===== config.mk =====
export PLATFORM = sky130hd
export DESIGN_NAME = capture_ctrl
export DESIGN_NICKNAME = d
export VERILOG_FILES = /design/src/rtl/capture_ctrl.sv
export SDC_FILE = /design/constraint.sdc
export NUM_CORES = 1
export LEC_CHECK = 0
export BUFFER_PORTS_ARGS = -buffer_cell sky130_fd_sc_hd__buf_4
export CAP_MARGIN = 20
export CORE_MARGIN = 8
export CORE_UTILIZATION = 45
export DETAILED_ROUTE_END_ITERATION = 6
export PLACE_DENSITY = 0.71
export RECOVER_POWER = 50
export SYNTH_ARGS = -nofsm -noshare
export SYNTH_HDL_FRONTEND = slang
export SYNTH_SLANG_ARGS = --single-unit

===== constraint.sdc =====
create_clock -name clk -period 5.1 [get_ports clk]
set_input_delay 0.255 -clock clk [delete_from_list [all_inputs] [get_ports clk]]
set_output_delay 0.255 -clock clk [all_outputs]
set_load 0.05 [all_outputs]

===== src/rtl/capture_ctrl.sv =====
// capture_ctrl: ring-buffer sample capture with pre-trigger history and programmable post-trigger count
module capture_ctrl #(
  parameter int BDW = 32,
  parameter int BAW = 6,
  parameter int SDW = 32,
  parameter int CCW = 32,
  parameter int MAW = 12
) (
  input  logic           clk,
  input  logic           rst,
  output logic           bus_wready,
  input  logic           bus_wvalid,
  input  logic [BAW-1:0] bus_waddr,
  input  logic [BDW-1:0] bus_wdata,
  output logic           sti_tready,
  input  logic           sti_tvalid,
  input  logic [1:0]     sti_tevent,
  input  logic [SDW-1:0] sti_tdata,
  output logic           mem_wen,
  output logic [MAW-1:0] mem_waddr,
  output logic [SDW-1:0] mem_wdata,
  output logic           sts_armed,
  output logic           sts_done,
  output logic [MAW-1:0] sts_trgaddr
);
  typedef enum logic [1:0] {IDLE, ARMED, POST, DONE} state_t;
  state_t state, state_nx;
  logic [MAW-1:0] ptr;
  logic [CCW-1:0] cnt, post_reg;
  logic wr_ctrl, arm, abort, restart, store, trig;
  assign bus_wready = 1'b1;
  assign sti_tready = 1'b1;
  assign wr_ctrl = bus_wvalid && bus_waddr == '0;
  assign arm = wr_ctrl & bus_wdata[0];
  assign abort = wr_ctrl & bus_wdata[1];
  // state register
  always_ff @(posedge clk)
    state <= rst ? IDLE : state_nx;
  // next state: abort dominates, then re-arm, then trigger, then post count expiry
  always_comb
    state_nx = abort ? IDLE :
               restart ? ARMED :
               trig ? (cnt == '0 ? DONE : POST) :
               (state == POST && store && cnt == CCW'(1)) ? DONE : state;
  // state-decoded outputs and per-cycle strobes
  always_comb begin
    sts_armed = state == ARMED || state == POST;
    sts_done = state == DONE;
    restart = arm && !abort && (state == IDLE || state == DONE);
    store = sts_armed && sti_tvalid && !sti_tevent[1] && !abort;
    trig = store && sti_tevent[0] && state == ARMED;
  end
  // datapath: registered memory write, pointer, post counter, trigger address
  always_ff @(posedge clk) begin
    if (rst) begin
      mem_wen <= 1'b0;
      mem_waddr <= '0;
      mem_wdata <= '0;
      ptr <= '0;
      cnt <= '0;
      post_reg <= '0;
      sts_trgaddr <= '0;
    end else begin
      mem_wen <= store;
      if (store) begin
        mem_waddr <= ptr;
        mem_wdata <= sti_tdata;
      end
      if (bus_wvalid && bus_waddr == BAW'(1)) post_reg <= bus_wdata[CCW-1:0];
      ptr <= restart ? '0 : store ? ptr + 1'b1 : ptr;
      cnt <= restart ? post_reg : (store && state == POST) ? cnt - 1'b1 : cnt;
      sts_trgaddr <= restart ? '0 : trig ? ptr : sts_trgaddr;
    end
  end
endmodule


# Word level (Yosys, flattened, before mapping)
# Cells that the tools add are included.
word_totals:
  memories: 0
  out_inout_bits: 61
  mem_bits_ro: 0
  ram_bits: 0
  inputBits: 76
  register_bits: 135
  latchBits: 0
classes:
  n_reduce_logical: 24
  n_lt_le_gt_ge: 0
  n_shift: 0
  addsub: 2
  bitwise: 2
  n_eq_ne: 5
  div: 0
  n_mux: 6
  mul: 0
ops:
  columns: ["operator", "n"]
  rows:
  - ["32-bit 2-to-1 mux", 2]
  - ["32-bit by 1-bit == test with 1-bit output (second input constant)", 1]
  - ["32-bit logical NOT", 1]
  - ["32-bit by 1-bit subtractor with 32-bit output (second input constant)", 1]
  - ["12-bit by 1-bit adder with 12-bit output (second input constant)", 1]
  - ["1-bit logical AND", 11]
  - ["6-bit by 1-bit == test with 1-bit output (second input constant)", 1]
  - ["6-bit logical NOT", 1]
  - ["2-bit == test (second input constant)", 2]
  - ["2-bit 2-to-1 mux", 2]
  - ["2-bit nonzero test", 2]
  - ["2-bit OR reduction", 2]
  - ["3-bit nonzero test", 1]
  - ["3-bit OR reduction", 1]
  - ["1-bit AND", 2]
  - ["2-bit by 1-bit == test with 1-bit output (second input constant)", 1]
  - ["1-bit logical NOT", 2]
  - ["2-bit logical NOT", 1]
  - ["1-bit logical OR", 2]
  - ["1-bit 2-to-1 mux", 2]

# Depth between registers and ports, before layout
depth:
  ltp_word: 10
  ltp_mapped: 9

# Worst setup path before layout
# OpenSTA, ideal clock, no wires.
synth_path:
  path_type: "register to register"
  startpoint: "reg state[0]"
  endpoint: "reg cnt[16]"
  t_required_ns: 5.014
  path_stages_with_launch: 10
  t_arrival_ns: 2.281
  synth_period_minus_slack_ns: 2.366
  n_path_buf: 2
  slack_ns: 2.734
  path_cell_list: "dfxtp_1 inv_1 ha_1 nor4bb_1 a21boi_0 clkbuf_1 clkbuf_1 nand3_1 xor2_1 a211oi_1"
synth_between:
  elab_chain_cells: 7
synth_lines:
  columns: ["element", "line_no", "rtl"]
  rows:
  - ["start: declaration", "27", "state_t state, state_nx;"]
  - ["start signal: assignment", "38", "state <= rst ? IDLE : state_nx;"]
  - ["2-bit by 1-bit == test with 1-bit output / 2-bit == test (equally long branches)", "47, 71", null]
  - ["1-bit logical OR", "47", "sts_armed = state == ARMED || state == POST;"]
  - ["1-bit logical AND (3 in a row)", "50", "store = sts_armed && sti_tvalid && !sti_tevent[1] && !abort;"]
  - ["1-bit logical AND", "71", "cnt <= restart ? post_reg : (store && state == POST) ? cnt - 1'b1 : cnt;"]
  - ["2-bit nonzero test (no source line)", null, null]
  - ["end signal: assignment", "71", null]
  - ["end: declaration", "29", "logic [CCW-1:0] cnt, post_reg;"]
# Parallel ways exist; a longest one is shown, timed or not.
# A chain may end at the register's enable or synchronous reset.

# Worst setup path after layout
layout_path:
  startpoint: "reg state[0]"
  endpoint: "reg state[0]"
layout_between:
  elab_chain_cells: 9
layout_lines:
  columns: ["element", "line_no", "rtl"]
  rows:
  - ["2-bit by 1-bit == test with 1-bit output / 2-bit == test (equally long branches)", "47, 51, 44", null]
  - ["1-bit logical OR", "47", null]
  - ["1-bit logical AND (3 in a row)", "50", null]
  - ["1-bit logical AND (2 in a row)", "51", "trig = store && sti_tevent[0] && state == ARMED;"]
  - ["2-bit 2-to-1 mux", "43", "trig ? (cnt == '0 ? DONE : POST) :"]
  - ["1-bit 2-to-1 mux", "42", "restart ? ARMED :"]
# Parallel ways exist; a longest one is shown, timed or not.

==> impl_metrics.toml <==
[detailed_routing]
drtIter0Drc = 325
drt-vias-per-instance = 5.29
detail_route.drc_violations = 0
via_count = 5169
detailedRoute.firstPassIterationCount = 4
finalWirelength_um = 15000
routedWlPerCell_um = 15.4
number_of_antenna_violating_nets_in_the_routed_design = 0

[synth]
seq_area_frac_synth_pct = 48.3
asyncSetResetFlopFracSynth_pct = 0
flip_flop_and_latch_count_after_synthesis = 135
postSynthCellCount = 682
yosys_most_used_dff = "sky130_fd_sc_hd__dfxtp_1"
yosysWarnings = 0
syn_area_per_cell_um2 = 8.21
post_synth_instance_area_um2 = 5600
synthDistinctLibCells = 54
synth-edff-count = 0

[power_and_ir_drop]
design_power_total_mw = 2.40
max-vdd-ir-drop_mv = 0.208
powerDensity_nw_per_um2 = 337
p_leak_nw = 2.60

[final_layout]
n_antenna_cell = 0
final_cell_count_no_fill = 977
layout_commonest_cell = "sky130_fd_sc_hd__nand2_1"
post-route-cell-area_um2 = 7120
layout.cells.most_common_list = "177 x sky130_fd_sc_hd__nand2_1, 135 x sky130_fd_sc_hd__dfxtp_1, 89 x sky130_fd_sc_hd__a21oi_1"
nNetsFinal = 878
post_route_cells_drive_above_1_share_pct = 15.5
synthToLayoutAreaGrowth_pct = 27.1

[outcome]
outcome = "finished, final reports clean"

[placement]
gpl.final_weighted_congestion = 0.774
count_of_port_buffers_added_during_placement = 134
postPlaceCellArea_um2 = 6690
detailed_place_hpwl_um = 10300
placed_cells = 943

[setup_path]
path_class = "flip-flop to flip-flop"
delay_contributed_by_the_slowest_stage_of_the_critical_path_ns = 0.72
critical_path.max_fanout = 50
reg2reg_from = "state[0]"
reg2reg_slack_ns = 1.77
end_kind = "flip-flop"
r2r_cells = 8
crit_path_cell_trace = "inv_1 -> ha_1 -> nor3b_1 -> a21boi_4 -> buf_4 -> nand3_1 -> a21o_1 -> o311a_1"
worstPathRequired_ns = 5.40
worst-endpoint-arrival_ns = 3.63
worst_setup_path_start_kind = "flip-flop"
timing.rr.end = "state[0]"
critical-path-slowest-cell = "sky130_fd_sc_hd__nand3_1"

[clock_tree]
clk_pin_slew_ns = 0.06
worst_skew_pair.late_latency_ns = 0.42
cts_resized = 0
cts_post_setup_buffers_inserted = 0
clkSinkCount = 135
holdBufCountCts = 0
ctsLongestPathBuffers = 2
tritoncts.num_buffers = 17
cts_tree = "done"
cts-root-buf = "sky130_fd_sc_hd__clkbuf_16"
ctsHtreeMaxLevel = 4

[floorplan]
initial_utilization_pct = 46.4
cell_row_count = 40
fp.dieH_um = 128
die_area_um2 = 16300
die_width_um = 128
coreArea_um2 = 12100
io-pin-count = 137

[grt]
vias_in_the_first_global_route = 5104
grt_usage_pct = 18.7
grt_remaining_overflow = 0
grt_max_degree = 111
antenna_violations_before_repair = 0
grt_pass1_wl_um = 24700

[min_path]
hold_path_end = "mem_wdata[4]"
hold_path_class = "input pin to flip-flop"
hold_path_depth = 3
min_from = "sti_tdata[4]"

[timing]
achievable-frequency_mhz = 300
slew_headroom_pct = 8.71
slew_violations = 0
hold_slack_ns = 0.0836
fin_setup_tns_ns = 0
period_share_pct = 65.3
finalClockSkew_ns = 0.00567
rsz_0062_raised_after_global_routing = "false"
timing.final.hold_violations = 0
max_slew.worst_pin.slew_ns = 1.37
setup_viol = 0
final_period_minus_worst_setup_slack_ns = 3.33

[job]
drv_cap = 0
==> per-stage QoR <==
stage	worst slack [ns]	util, %
finish	1.77	59.0
global route	1.52	59.0
floorplan	2.73	-
CTS	1.78	60.5
global placement	1.89	55.4
detailed placement	1.80	55.4
==> layout make-up <==
type                    count  area, um^2
clock inverters            11         148
fillers                  1147        4940
clock buffers              21         470
flip-flops and latches    135        2700
inverters                   9        33.8
repair buffers            143         877
multi-input cells         490        2680
well taps                 168         210
==> worst max-delay path, delay by kind of cell (launching register included) <==
kind                     cells  cell delay [ns]
buffers and inverters        2             0.49
AO/OA/AOI/OAI                3             0.75
flip-flops                   1             0.38
AND/OR/NAND/NOR              2             1.23
adder cells (fa/ha/maj)      1             0.35
==> cells in the mapped netlist (all sizes together), types with 6 or more instances <==
library cell  instances  area, um^2
o211ai                7        52.6
xor2                 10        87.6
o21ai                10        50.1
ha                    6        75.1
nor4                 10        92.6
a211oi                8        65.1
xnor2                 6        52.6
mux2i                12         120
inv                   9        33.8
nand2               177         664
buf                   7        45.0
nand3                15        75.1
or4                   7        60.1
a21oi                89         445
clkbuf               42         158
nor2                 41         154
or3                  12        75.1
a31oi                15        93.8
dfxtp               135        2700
nand4                 8        50.1
==> per-layer routing <==
layer  global-route usage [%]  wire length, um  vias to the layer above
met4                     7.63              238                        0
li1                         -                -                     2592
met3                     9.90             1630                       21
met5                        0                0                        -
met1                     20.4             6170                     2405
met2                     29.9             6960                      151
==> logic make-up (layout without fill, tap and decap cells) <==
logic type               after synthesis  after routing  share of synthesized area, %
multiplexers                          12             12                          2.14
buffers and inverters                 58            184                          4.22
AO/OA/AOI/OAI                        153            153                          16.4
adder cells (fa/ha/maj)                6              6                          1.34
XOR/XNOR                              16             16                          2.50
other                                  1              2                        0.0670
flip-flops                           135            135                          48.3
AND/OR/NAND/NOR                      301            301                          25.0
==> worst max path at each step <==
stage / depth (start not counted) / startpoint / endpoint
floorplan: 9 / state[0] / cnt[16]
global placement: 8 / state[0] / state[0]
detailed placement: 8 / state[0] / state[0]
CTS: 8 / state[0] / state[0]
global route: 8 / state[0] / sts_trgaddr[2]
finish: 8 / state[0] / state[0]
==> power by group <==
part,internal (mW),switching [mW]
clock,0.807,0.458
combinational,0.0421,0.0360
sequential,1.06,0.000880
total,1.90,0.495
Note: power is estimated with default switching activity, not from simulation.
